[src/rtl/sram_bist_pkg.sv]
// Shared types and March C- element tables for the sram22 BIST controller.
package sram_bist_pkg;

  typedef enum logic [2:0] {
    M0 = 3'd0,
    M1 = 3'd1,
    M2 = 3'd2,
    M3 = 3'd3,
    M4 = 3'd4,
    M5 = 3'd5
  } elem_e;

  typedef enum logic {
    OP_RD = 1'b0,
    OP_WR = 1'b1
  } op_e;

  typedef enum logic [1:0] {
    IDLE  = 2'd0,
    RUN   = 2'd1,
    DRAIN = 2'd2,
    DONE  = 2'd3
  } state_e;

  // Bit i describes element Mi: address direction (1 = up), read background, write background.
  localparam logic [5:0] ELEM_UP     = 6'b100111;
  localparam logic [5:0] ELEM_RD_POL = 6'b010100;
  localparam logic [5:0] ELEM_WR_POL = 6'b001010;

  function automatic logic elem_two_op(elem_e e);
    elem_two_op = (e != M0) && (e != M5);
  endfunction

  // M0 only writes, M5 only reads; the others read in phase 0 and write in phase 1.
  function automatic op_e elem_op(elem_e e, logic phase);
    case (e)
      M0:      elem_op = OP_WR;
      M5:      elem_op = OP_RD;
      default: elem_op = phase ? OP_WR : OP_RD;
    endcase
  endfunction

  function automatic elem_e elem_next(elem_e e);
    case (e)
      M0:      elem_next = M1;
      M1:      elem_next = M2;
      M2:      elem_next = M3;
      M3:      elem_next = M4;
      M4:      elem_next = M5;
      default: elem_next = M5;
    endcase
  endfunction

endpackage

[src/rtl/sram_bist_addr_gen.sv]
// Up/down address counter with load-to-start-address, step and terminal-count flag.
module sram_bist_addr_gen #(
  parameter int unsigned ADDR_WIDTH = 6
) (
  input  logic                  clk,
  input  logic                  rstb,
  input  logic                  load,
  input  logic                  load_up,
  input  logic                  step,
  input  logic                  up,
  output logic [ADDR_WIDTH-1:0] addr,
  output logic                  tc_c
);

  localparam logic [ADDR_WIDTH-1:0] ADDR_MAX = '1;

  logic [ADDR_WIDTH-1:0] addr_q, addr_d;

  always_comb begin
    addr_d = addr_q;
    if (load) begin
      addr_d = load_up ? '0 : ADDR_MAX;
    end else if (step) begin
      addr_d = up ? addr_q + ADDR_WIDTH'(1) : addr_q - ADDR_WIDTH'(1);
    end
  end

  always_ff @(posedge clk or negedge rstb) begin
    if (!rstb) addr_q <= '0;
    else       addr_q <= addr_d;
  end

  assign addr = addr_q;
  assign tc_c = up ? (addr_q == ADDR_MAX) : (addr_q == '0);

endmodule

[src/rtl/sram_march_bist.sv]
// March C- BIST controller for one sram22 macro; drives the SRAM port and records the first failure.
// Optional SRAM_BIST_FAIL_CNT_EN adds a saturating miscompare counter output fail_count.
module sram_march_bist
  import sram_bist_pkg::*;
#(
  parameter int unsigned ADDR_WIDTH  = 6,
  parameter int unsigned DATA_WIDTH  = 4,
  parameter int unsigned WMASK_WIDTH = 2
) (
  input  logic                   clk,
  input  logic                   rstb,
  input  logic                   start,
  output logic                   busy,
  output logic                   done,
  output logic                   fail,
  output logic [ADDR_WIDTH-1:0]  fail_addr,
  output logic [2:0]             fail_elem,
  output logic [DATA_WIDTH-1:0]  fail_data,
`ifdef SRAM_BIST_FAIL_CNT_EN
  output logic [ADDR_WIDTH+2:0]  fail_count,
`endif
  output logic                   sram_we,
  output logic [WMASK_WIDTH-1:0] sram_wmask,
  output logic [ADDR_WIDTH-1:0]  sram_addr,
  output logic [DATA_WIDTH-1:0]  sram_din,
  input  logic [DATA_WIDTH-1:0]  sram_dout
);

  state_e state_q, state_d;
  elem_e  elem_q, elem_d;
  logic   phase_q, phase_d;
  logic   we_q, we_d;
  logic [DATA_WIDTH-1:0] din_q, din_d;
  logic   busy_q, busy_d, done_q, done_d, fail_q, fail_d;
  logic [ADDR_WIDTH-1:0] fail_addr_q, fail_addr_d;
  elem_e  fail_elem_q, fail_elem_d;
  logic [DATA_WIDTH-1:0] fail_data_q, fail_data_d;
  logic   tag_valid_q, tag_valid_d;
  logic [DATA_WIDTH-1:0] tag_exp_q, tag_exp_d;
  logic [ADDR_WIDTH-1:0] tag_addr_q, tag_addr_d;
  elem_e  tag_elem_q, tag_elem_d;

  logic ag_load, ag_load_up, ag_step, ag_up, ag_tc_c;
  logic [ADDR_WIDTH-1:0] ag_addr;
  logic start_acc_c, last_op_c, miscmp_c;

  sram_bist_addr_gen #(.ADDR_WIDTH(ADDR_WIDTH)) u_addr_gen (
    .clk     (clk),
    .rstb    (rstb),
    .load    (ag_load),
    .load_up (ag_load_up),
    .step    (ag_step),
    .up      (ag_up),
    .addr    (ag_addr),
    .tc_c    (ag_tc_c)
  );

  assign ag_up       = ELEM_UP[elem_q];
  assign start_acc_c = start && ((state_q == IDLE) || (state_q == DONE));
  assign last_op_c   = (state_q == RUN) && (elem_q == M5) && ag_tc_c;
  // Case-inequality so an X on dout is reported as a miscompare.
  assign miscmp_c    = tag_valid_q && (sram_dout !== tag_exp_q);

  always_ff @(posedge clk or negedge rstb) begin
    if (!rstb) state_q <= IDLE;
    else       state_q <= state_d;
  end

  always_comb begin
    state_d = state_q;
    case (state_q)
      IDLE, DONE: if (start)     state_d = RUN;
      RUN:        if (last_op_c) state_d = DRAIN;
      DRAIN:                     state_d = DONE;
      default:                   state_d = IDLE;
    endcase
  end

  always_comb begin
    elem_d      = elem_q;
    phase_d     = phase_q;
    ag_load     = 1'b0;
    ag_load_up  = 1'b1;
    ag_step     = 1'b0;
    we_d        = 1'b0;
    din_d       = '0;
    busy_d      = (state_d == RUN) || (state_d == DRAIN);
    done_d      = (state_d == DONE);
    fail_d      = fail_q;
    fail_addr_d = fail_addr_q;
    fail_elem_d = fail_elem_q;
    fail_data_d = fail_data_q;
    tag_valid_d = (state_q == RUN) && (elem_op(elem_q, phase_q) == OP_RD);
    tag_exp_d   = {DATA_WIDTH{ELEM_RD_POL[elem_q]}};
    tag_addr_d  = ag_addr;
    tag_elem_d  = elem_q;

    // Sequence the next op: read then write on one address, then advance address or element.
    if (start_acc_c) begin
      elem_d  = M0;
      phase_d = 1'b0;
      ag_load = 1'b1;
    end else if ((state_q == RUN) && !last_op_c) begin
      if (elem_two_op(elem_q) && !phase_q) begin
        phase_d = 1'b1;
      end else begin
        phase_d = 1'b0;
        if (ag_tc_c) begin
          elem_d     = elem_next(elem_q);
          ag_load    = 1'b1;
          ag_load_up = ELEM_UP[elem_d];
        end else begin
          ag_step = 1'b1;
        end
      end
    end

    if (start_acc_c || ((state_q == RUN) && !last_op_c)) begin
      we_d  = (elem_op(elem_d, phase_d) == OP_WR);
      din_d = we_d ? {DATA_WIDTH{ELEM_WR_POL[elem_d]}} : '0;
    end

    if (start_acc_c) begin
      fail_d      = 1'b0;
      fail_addr_d = '0;
      fail_elem_d = M0;
      fail_data_d = '0;
    end else if (miscmp_c) begin
      fail_d = 1'b1;
      if (!fail_q) begin
        fail_addr_d = tag_addr_q;
        fail_elem_d = tag_elem_q;
        fail_data_d = sram_dout;
      end
    end
  end

  always_ff @(posedge clk or negedge rstb) begin
    if (!rstb) begin
      elem_q      <= M0;
      phase_q     <= 1'b0;
      we_q        <= 1'b0;
      din_q       <= '0;
      busy_q      <= 1'b0;
      done_q      <= 1'b0;
      fail_q      <= 1'b0;
      fail_addr_q <= '0;
      fail_elem_q <= M0;
      fail_data_q <= '0;
      tag_valid_q <= 1'b0;
      tag_exp_q   <= '0;
      tag_addr_q  <= '0;
      tag_elem_q  <= M0;
    end else begin
      elem_q      <= elem_d;
      phase_q     <= phase_d;
      we_q        <= we_d;
      din_q       <= din_d;
      busy_q      <= busy_d;
      done_q      <= done_d;
      fail_q      <= fail_d;
      fail_addr_q <= fail_addr_d;
      fail_elem_q <= fail_elem_d;
      fail_data_q <= fail_data_d;
      tag_valid_q <= tag_valid_d;
      tag_exp_q   <= tag_exp_d;
      tag_addr_q  <= tag_addr_d;
      tag_elem_q  <= tag_elem_d;
    end
  end

`ifdef SRAM_BIST_FAIL_CNT_EN
  localparam int unsigned CNT_W = ADDR_WIDTH + 3;
  logic [CNT_W-1:0] fail_cnt_q, fail_cnt_d;

  // Saturating count of every miscompare in the run.
  always_comb begin
    fail_cnt_d = fail_cnt_q;
    if (start_acc_c)                          fail_cnt_d = '0;
    else if (miscmp_c && (fail_cnt_q != '1))  fail_cnt_d = fail_cnt_q + CNT_W'(1);
  end

  always_ff @(posedge clk or negedge rstb) begin
    if (!rstb) fail_cnt_q <= '0;
    else       fail_cnt_q <= fail_cnt_d;
  end

  assign fail_count = fail_cnt_q;
`endif

  assign busy       = busy_q;
  assign done       = done_q;
  assign fail       = fail_q;
  assign fail_addr  = fail_addr_q;
  assign fail_elem  = fail_elem_q;
  assign fail_data  = fail_data_q;
  assign sram_we    = we_q;
  assign sram_wmask = '1;
  assign sram_addr  = ag_addr;
  assign sram_din   = din_q;

endmodule

[config.mk]
export PLATFORM = sky130hd
export DESIGN_NAME = sram_march_bist
export DESIGN_NICKNAME = d
export VERILOG_FILES = /design/src/rtl/sram_bist_pkg.sv /design/src/rtl/sram_bist_addr_gen.sv /design/src/rtl/sram_march_bist.sv
export SDC_FILE = /design/constraint.sdc
export NUM_CORES = 1
export LEC_CHECK = 0
export ABC_CLOCK_PERIOD_IN_PS = 5500
export CAP_MARGIN = 15
export CORE_MARGIN = 2
export CORE_UTILIZATION = 25
export CTS_BUF_LIST = sky130_fd_sc_hd__clkbuf_4
export CTS_CLUSTER_SIZE = 25
export DETAILED_ROUTE_END_ITERATION = 10
export GPL_TIMING_DRIVEN = 1
export PLACE_DENSITY = 0.54
export SETUP_SLACK_MARGIN = 0.3
export SYNTH_ARGS = -nofsm -noshare
export SYNTH_HDL_FRONTEND = slang
export SYNTH_SLANG_ARGS = --single-unit
[constraint.sdc]
create_clock -name clk -period 5.5 [get_ports clk]
set_clock_uncertainty 0.05 [all_clocks]
set_input_delay 1.1 -clock clk [delete_from_list [all_inputs] [get_ports clk]]
set_output_delay 1.1 -clock clk [all_outputs]
set_load 0.1 [all_outputs]
; Yosys cells after proc, flatten, opt, wreduce, memory -nomap -nowiden
; Memory sizes are Yosys's and may differ from the RTL's. A register that Yosys moved wholly into a read port is not among the register bits.
; Index checks and enable logic that the tools add are counted.
[op_classes]
muxes = 54
magnitude_cmp = 3
n_reduce_logical = 23
addsub = 2
n_bitwise = 1
eq_ne = 15
[ops]
columns = cell, n
row1 = $mux W6, 7
row2 = $mux W3, 11
row3 = $mux W1, 25
row4 = $mux W4, 5
row5 = $lt A3 B4 Y1 const B, 3
row6 = $pmux W3 S4, 1
row7 = $eq A2 B2 Y1 const B, 4
row8 = $logic_and A1 B1 Y1, 8
row9 = $add A6 B1 Y6 const B, 1
row10 = $eq A3 B2 Y1 const B, 2
row11 = $eq A3 B3 Y1 const B, 2
row12 = $eq A6 B6 Y1 const B, 1
row13 = $logic_not A3 Y1, 2
row14 = $logic_not A6 Y1, 1
row15 = $pmux W2 S3, 1
row16 = $sub A6 B1 Y6 const B, 1
row17 = $eq A2 B1 Y1 const B, 2
row18 = $mux W2, 2
row19 = $nex A4 B4 Y1, 1
row20 = $pmux W1 S2, 2
row21 = $reduce_bool A2 Y1, 2
row22 = $eq A3 B1 Y1 const B, 1
row23 = $logic_not A1 Y1, 3
row24 = $logic_or A1 B1 Y1, 3
row25 = 7 further kinds, 7
[word_totals]
mem_bits_ro = 32
n_memories = 4
register_bits = 43
[memory_table]
columns = name, depth, word_bits, rd, rd_clocked_by_memory_dff, wr, line_no
row1 = (name not given), 8, 1, 1, 0, 0, sram_march_bist.sv:120  ; din_d = we_d ? {DATA_WIDTH{ELEM_WR_POL[elem_d]}} : '0;
row2 = (name not given), 8, 1, 1, 0, 0, sram_march_bist.sv:111  ; ag_load_up = ELEM_UP[elem_d];
row3 = (name not given), 8, 1, 1, 1, 0, sram_march_bist.sv:94  ; tag_exp_d = {DATA_WIDTH{ELEM_RD_POL[elem_q]}};
row4 = (name not given), 8, 1, 1, 0, 0, sram_march_bist.sv:58  ; assign ag_up = ELEM_UP[elem_q];

; Longest topological paths before layout
[logic_depth]
depth_word = 17
mapped_depth = 8

; Hierarchy
; Synthesis repeated with hierarchy kept, for this count alone.
[hier_totals]
cells_unflattened = 224
area_unflattened_um2 = 2238.4
[by_module_without_submodules]
columns = mod, seq_area_each_um2, instances, area_per_inst_um2, cells_each
row1 = sram_march_bist, 875.8, 1, 1727.9, 169
row2 = sram_bist_addr_gen, 150.1, 1, 510.5, 55

; Worst setup path before layout
; Ideal clock, no wire load.
[synth_path]
path_kind = register -> register
startpoint = register u_addr_gen.addr_q[1] (netlist: u_addr_gen.addr[1])
endpoint = register u_addr_gen.addr_q[5] (netlist: u_addr_gen.addr[5])
setup_slack_ns = 2.702
stages_incl_launch_ff = 7
n_path_buf = 0
t_arrival_ns = 2.625
t_required_ns = 5.327
period_less_slack_ns = 2.798
path_cell_list = dfrtp_1 -> ha_1 -> a211oi_1 -> o21ai_0 -> o2bb2ai_1 -> or4b_2 -> o221a_2
[synth_between]
elab_chain_len = 9
word_cells_on_any_way = 25
[synth_rtl]
columns = item, line_no
row1 = start: declaration, sram_bist_addr_gen.sv:17  ; logic [ADDR_WIDTH-1:0] addr_q, addr_d;
row2 = start signal: assignment, sram_bist_addr_gen.sv:30  ; else addr_q <= addr_d;
row3 = $eq A6 B6 Y1 / $logic_not A6 Y1 (equally long branches), sram_bist_addr_gen.sv:34  ; assign tc_c = up ? (addr_q == ADDR_MAX) : (addr_q == '0);
row4 = $mux W1, sram_bist_addr_gen.sv:34
row5 = $logic_and A1 B1 Y1, sram_march_bist.sv:60  ; assign last_op_c = (state_q == RUN) && (elem_q == M5) && ag_tc_c;
row6 = $logic_not A1 Y1, sram_march_bist.sv:103  ; end else if ((state_q == RUN) && !last_op_c) begin
row7 = $logic_and A1 B1 Y1, sram_march_bist.sv:103
row8 = $mux W1, sram_march_bist.sv:103
row9 = $mux W1, sram_march_bist.sv:99  ; if (start_acc_c) begin
row10 = $mux W6, sram_bist_addr_gen.sv:22  ; addr_d = load_up ? '0 : ADDR_MAX;
row11 = $mux W6, sram_bist_addr_gen.sv:21  ; if (load) begin
; Parallel ways exist; a longest one is shown, timed or not. The select of a mux whose other input is x is not followed.
; A chain may end at the register's enable or synchronous reset.

; Worst setup path in the final report
[layout_path]
startpoint = register u_addr_gen.addr_q[0] (netlist: u_addr_gen.addr[0])
endpoint = output port sram_addr[0]
[layout_lines]
columns = item, line_no
row1 = end: declaration, sram_march_bist.sv:24  ; output logic [ADDR_WIDTH-1:0] sram_addr,
; No word-level cell between the ends.

==> out/metrics.csv <==
stage;metric;value;unit
drt;drc;0;
global_route;grt-ovfl-total;0;
placed_design;io_buffers;33;
sta;rsz0062_at_grt;false;
sta;tns;0;ns
sta;max_freq;305.1;MHz
cts;worstSkewPairLatency;0.36;ns
job;cap_violations;0;
power_and_ir_drop;p_per_area;560.3;nW/µm²
placed_design;post-place-cells;315;
power_and_ir_drop;peakVddDrop;0.2316;mV
sta;final_max_slew_viol_count;0;
power_and_ir_drop;p_total;1.425;mW
global_route;grt_pass1_wl;7403;µm
worst_setup_path;crit_cells;1;
cts;cts_root_buf;clkbuf_4;
global_route;grt_pass1_vias;1479;
hold_path;hold_class;reg -> reg;
sta;hold_viol_final;0;
global_route;antenna_found_initial;0;
drt;routed-wl-met2;1991;µm
synth;synth.most_common_cell;dfrtp_1;
synth;synth_edf_count;0;
worst_setup_path;worstSetupPathType;reg -> out;
synth;yosysTopAreaCell;dfrtp_1;
worst_setup_path;endpoint;sram_addr[0];
cts;numCtsBuffers;5;
worst_setup_path;r2r_end;u_addr_gen.addr[5]$_DFFE_PN0P_;
global_route;grt_max_degree;42;
synth;synth_seq_cells;41;
floorplan;die_h;94.41;µm
synth;synthCells;188;
synth;synth.area.top_cells;dfrtp_1 50%, mux2i_1 6.9%, ha_1 4.3%;
sta;period_minus_slack;3.277;ns
synth;synth_warnings;0;
worst_setup_path;crit_buf_inv;1;
sta;whs;0.4573;ns
worst_setup_path;critical_path.cell_chain;clkdlybuf4s50_1;
cts;tritoncts;yes;
final_layout;num_antenna_cells;0;
global_route;grt.total_usage;10.68;%
cts;post_cts_buffers;0;
worst_setup_path;max_stage_delay;1.21;ns
worst_setup_path;path_delay_family;buffers and inverters;
floorplan;initial_core_util;26.17;%
worst_setup_path;slowest_stage;clkdlybuf4s50_1;
final_layout;fillCellCount;808;
synth;synth_top_area_share;50.21;%
synth;ys_types;51;
drt;wl_met3;197;µm
final_layout;drive_gt1_share;9.955;%
cts;clkSlewWorstSetupHoldPaths;0.14;ns
power_and_ir_drop;power.leakage;1.072;nW
drt;via_count;1481;
drt;highest_layer;met4;
placed_design;hpwl;3112;µm
synth;async_reset_ff_share;100.0;%
cts;cts.repair.resized;0;
drt;wl_per_cell;13.75;µm
drt;routed_wl;4442;µm
worst_setup_path;worst_r2r_path_depth;8;
drt;via_per_inst;4.585;
worst_setup_path;rrSetupSlack;2.52;ns
final_layout;finalNonFillerCells;323;
worst_setup_path;worstSetupEndpointType;output pin;
worst_setup_path;arrival;2.13;ns
synth;ys_seq_area_share;50.21;%
cts;clockBufferDepth;2;
sta;finalSetupViolations;0;
floorplan;num_io_pins;36;
cts;htree_num_levels;2;
sta;fin_crit_sh;59.58;%
synth;dominantRegCellSynth;dfrtp_1;
synth;syn_avg_cell_area;10.87;µm²
final_layout;final_nets;235;
synth;synth.top_cells.by_count;41 x dfrtp_1, 23 x nor2_1, 14 x mux2i_1;
cts;cts_sinks;41;
worst_setup_path;cp.required;4.35;ns
sta;worstMarginPinSlew;0.9798;ns
drt;drt_iter0_drc;50;
worst_setup_path;crit_path_start_kind;flop;
placed_design;gp_congestion;0.8243;
worst_setup_path;r2r-start;elem_q[0]$_DFF_PN0_;
placed_design;placed_cell_area;2436;µm²
floorplan;dieArea;8912;µm²
cts;ctsHoldBuffers;0;
worst_setup_path;cp_max_fo;9;
drt;antenna_left;0;
floorplan;die_x;94.41;µm
floorplan;row_count;32;
worst_setup_path;crit_start;u_addr_gen.addr[0]$_DFFE_PN0P_;
final_layout;syn_to_final_growth;24.43;%
drt;dr.pass1.iters;4;
final_layout;final_area;2542;µm²
synth;syn-cell-area;2043;µm²
status;outcome;completed;
sta;relSlewSlack;34.47;%
floorplan;core;7807;µm²
drt;wl_met1;2214;µm
-- state kept, by name, summed over array words and instances, names as in the netlist, 2 cells and up --
signal	flops
state_q	2
elem_q	3
tag_elem_q	3
fail_elem	3
tag_addr_q	6
u_addr_gen.addr	6
fail_data	4
fail_addr	6
-- layer usage --
layer,track usage [%],vias to the layer above
li1,-,734
met1,14.90,708
met2,16.49,34
met3,2.634,5
met4,3.140,0
met5,0,-
-- power breakdown --
group          switching [mW]  internal (mW)
registers              0.0812          0.376
clock network           0.113          0.143
logic                   0.508          0.204
total                   0.702          0.723
-- stage by stage --
step	setup slack [ns]	util, %
2_1_floorplan	2.702	-
3_3_place_gp	2.507	31.20
3_5_place_dp	2.484	31.20
4_1_cts	2.214	32.56
5_1_grt	2.137	32.56
6_report	2.223	32.56
-- placed cells by master, fill, tap and decap left out, types with 2 or more instances in the layout --
master and instances:
conb_1 2, nand3_1 5, clkdlybuf4s50_1 32, clkbuf_4 5, o22ai_1 2, a21oi_1 11
bufinv_16 2, o21a_1 2, ha_1 7, inv_1 9, dfrtp_1 41, xnor2_1 3
mux2i_1 14, nand2b_1 2, nand3b_1 2, nor2_1 23, nand2_1 6, nor2b_1 2
nor3_1 4, a211oi_1 2, o21ai_0 9, nand4_1 3, a31oi_1 2
-- worst min-delay path by stage --
stage | from | endpoint | slack [ns] | cells past startpoint
3_3_place_gp | tag_elem_q[2]$_DFF_PN0_ | fail_elem[2]$_DFFE_PN0P_ | 0.42 | 2
5_1_grt | tag_addr_q[0]$_DFF_PN0_ | fail_addr[0]$_DFFE_PN0P_ | 0.48 | 2
2_1_floorplan | elem_q[2]$_DFF_PN0_ | tag_elem_q[2]$_DFF_PN0_ | 0.36 | 0
6_report | tag_addr_q[3]$_DFF_PN0_ | fail_addr[3]$_DFFE_PN0P_ | 0.46 | 2
3_5_place_dp | tag_addr_q[3]$_DFF_PN0_ | fail_addr[3]$_DFFE_PN0P_ | 0.43 | 2
4_1_cts | tag_addr_q[3]$_DFF_PN0_ | fail_addr[3]$_DFFE_PN0P_ | 0.46 | 2
-- cell type report --
| class | count | area (µm²) | share of cell area [%] |
|---|---|---|---|
| clock inverters | 3 | 68.82 | 2.707 |
| clock buffers | 5 | 37.54 | 1.476 |
| well taps | 102 | 127.6 | 5.020 |
| multi-input cells | 129 | 915.9 | 36.02 |
| repair buffers | 34 | 332.8 | 13.09 |
| inverters | 9 | 33.78 | 1.329 |
| flip-flops and latches | 41 | 1026 | 40.35 |
-- cell families after synthesis --
logic type      synth area share (%)
compound gates                 15.37
xor+xnor                       1.715
fa+ha+maj                      5.266
buf+inv                        5.388
flops                          50.21
mux                            6.858
other cells                   0.1835
simple gates                   15.00
No activity file was read; power rests on OpenSTA's default activity.
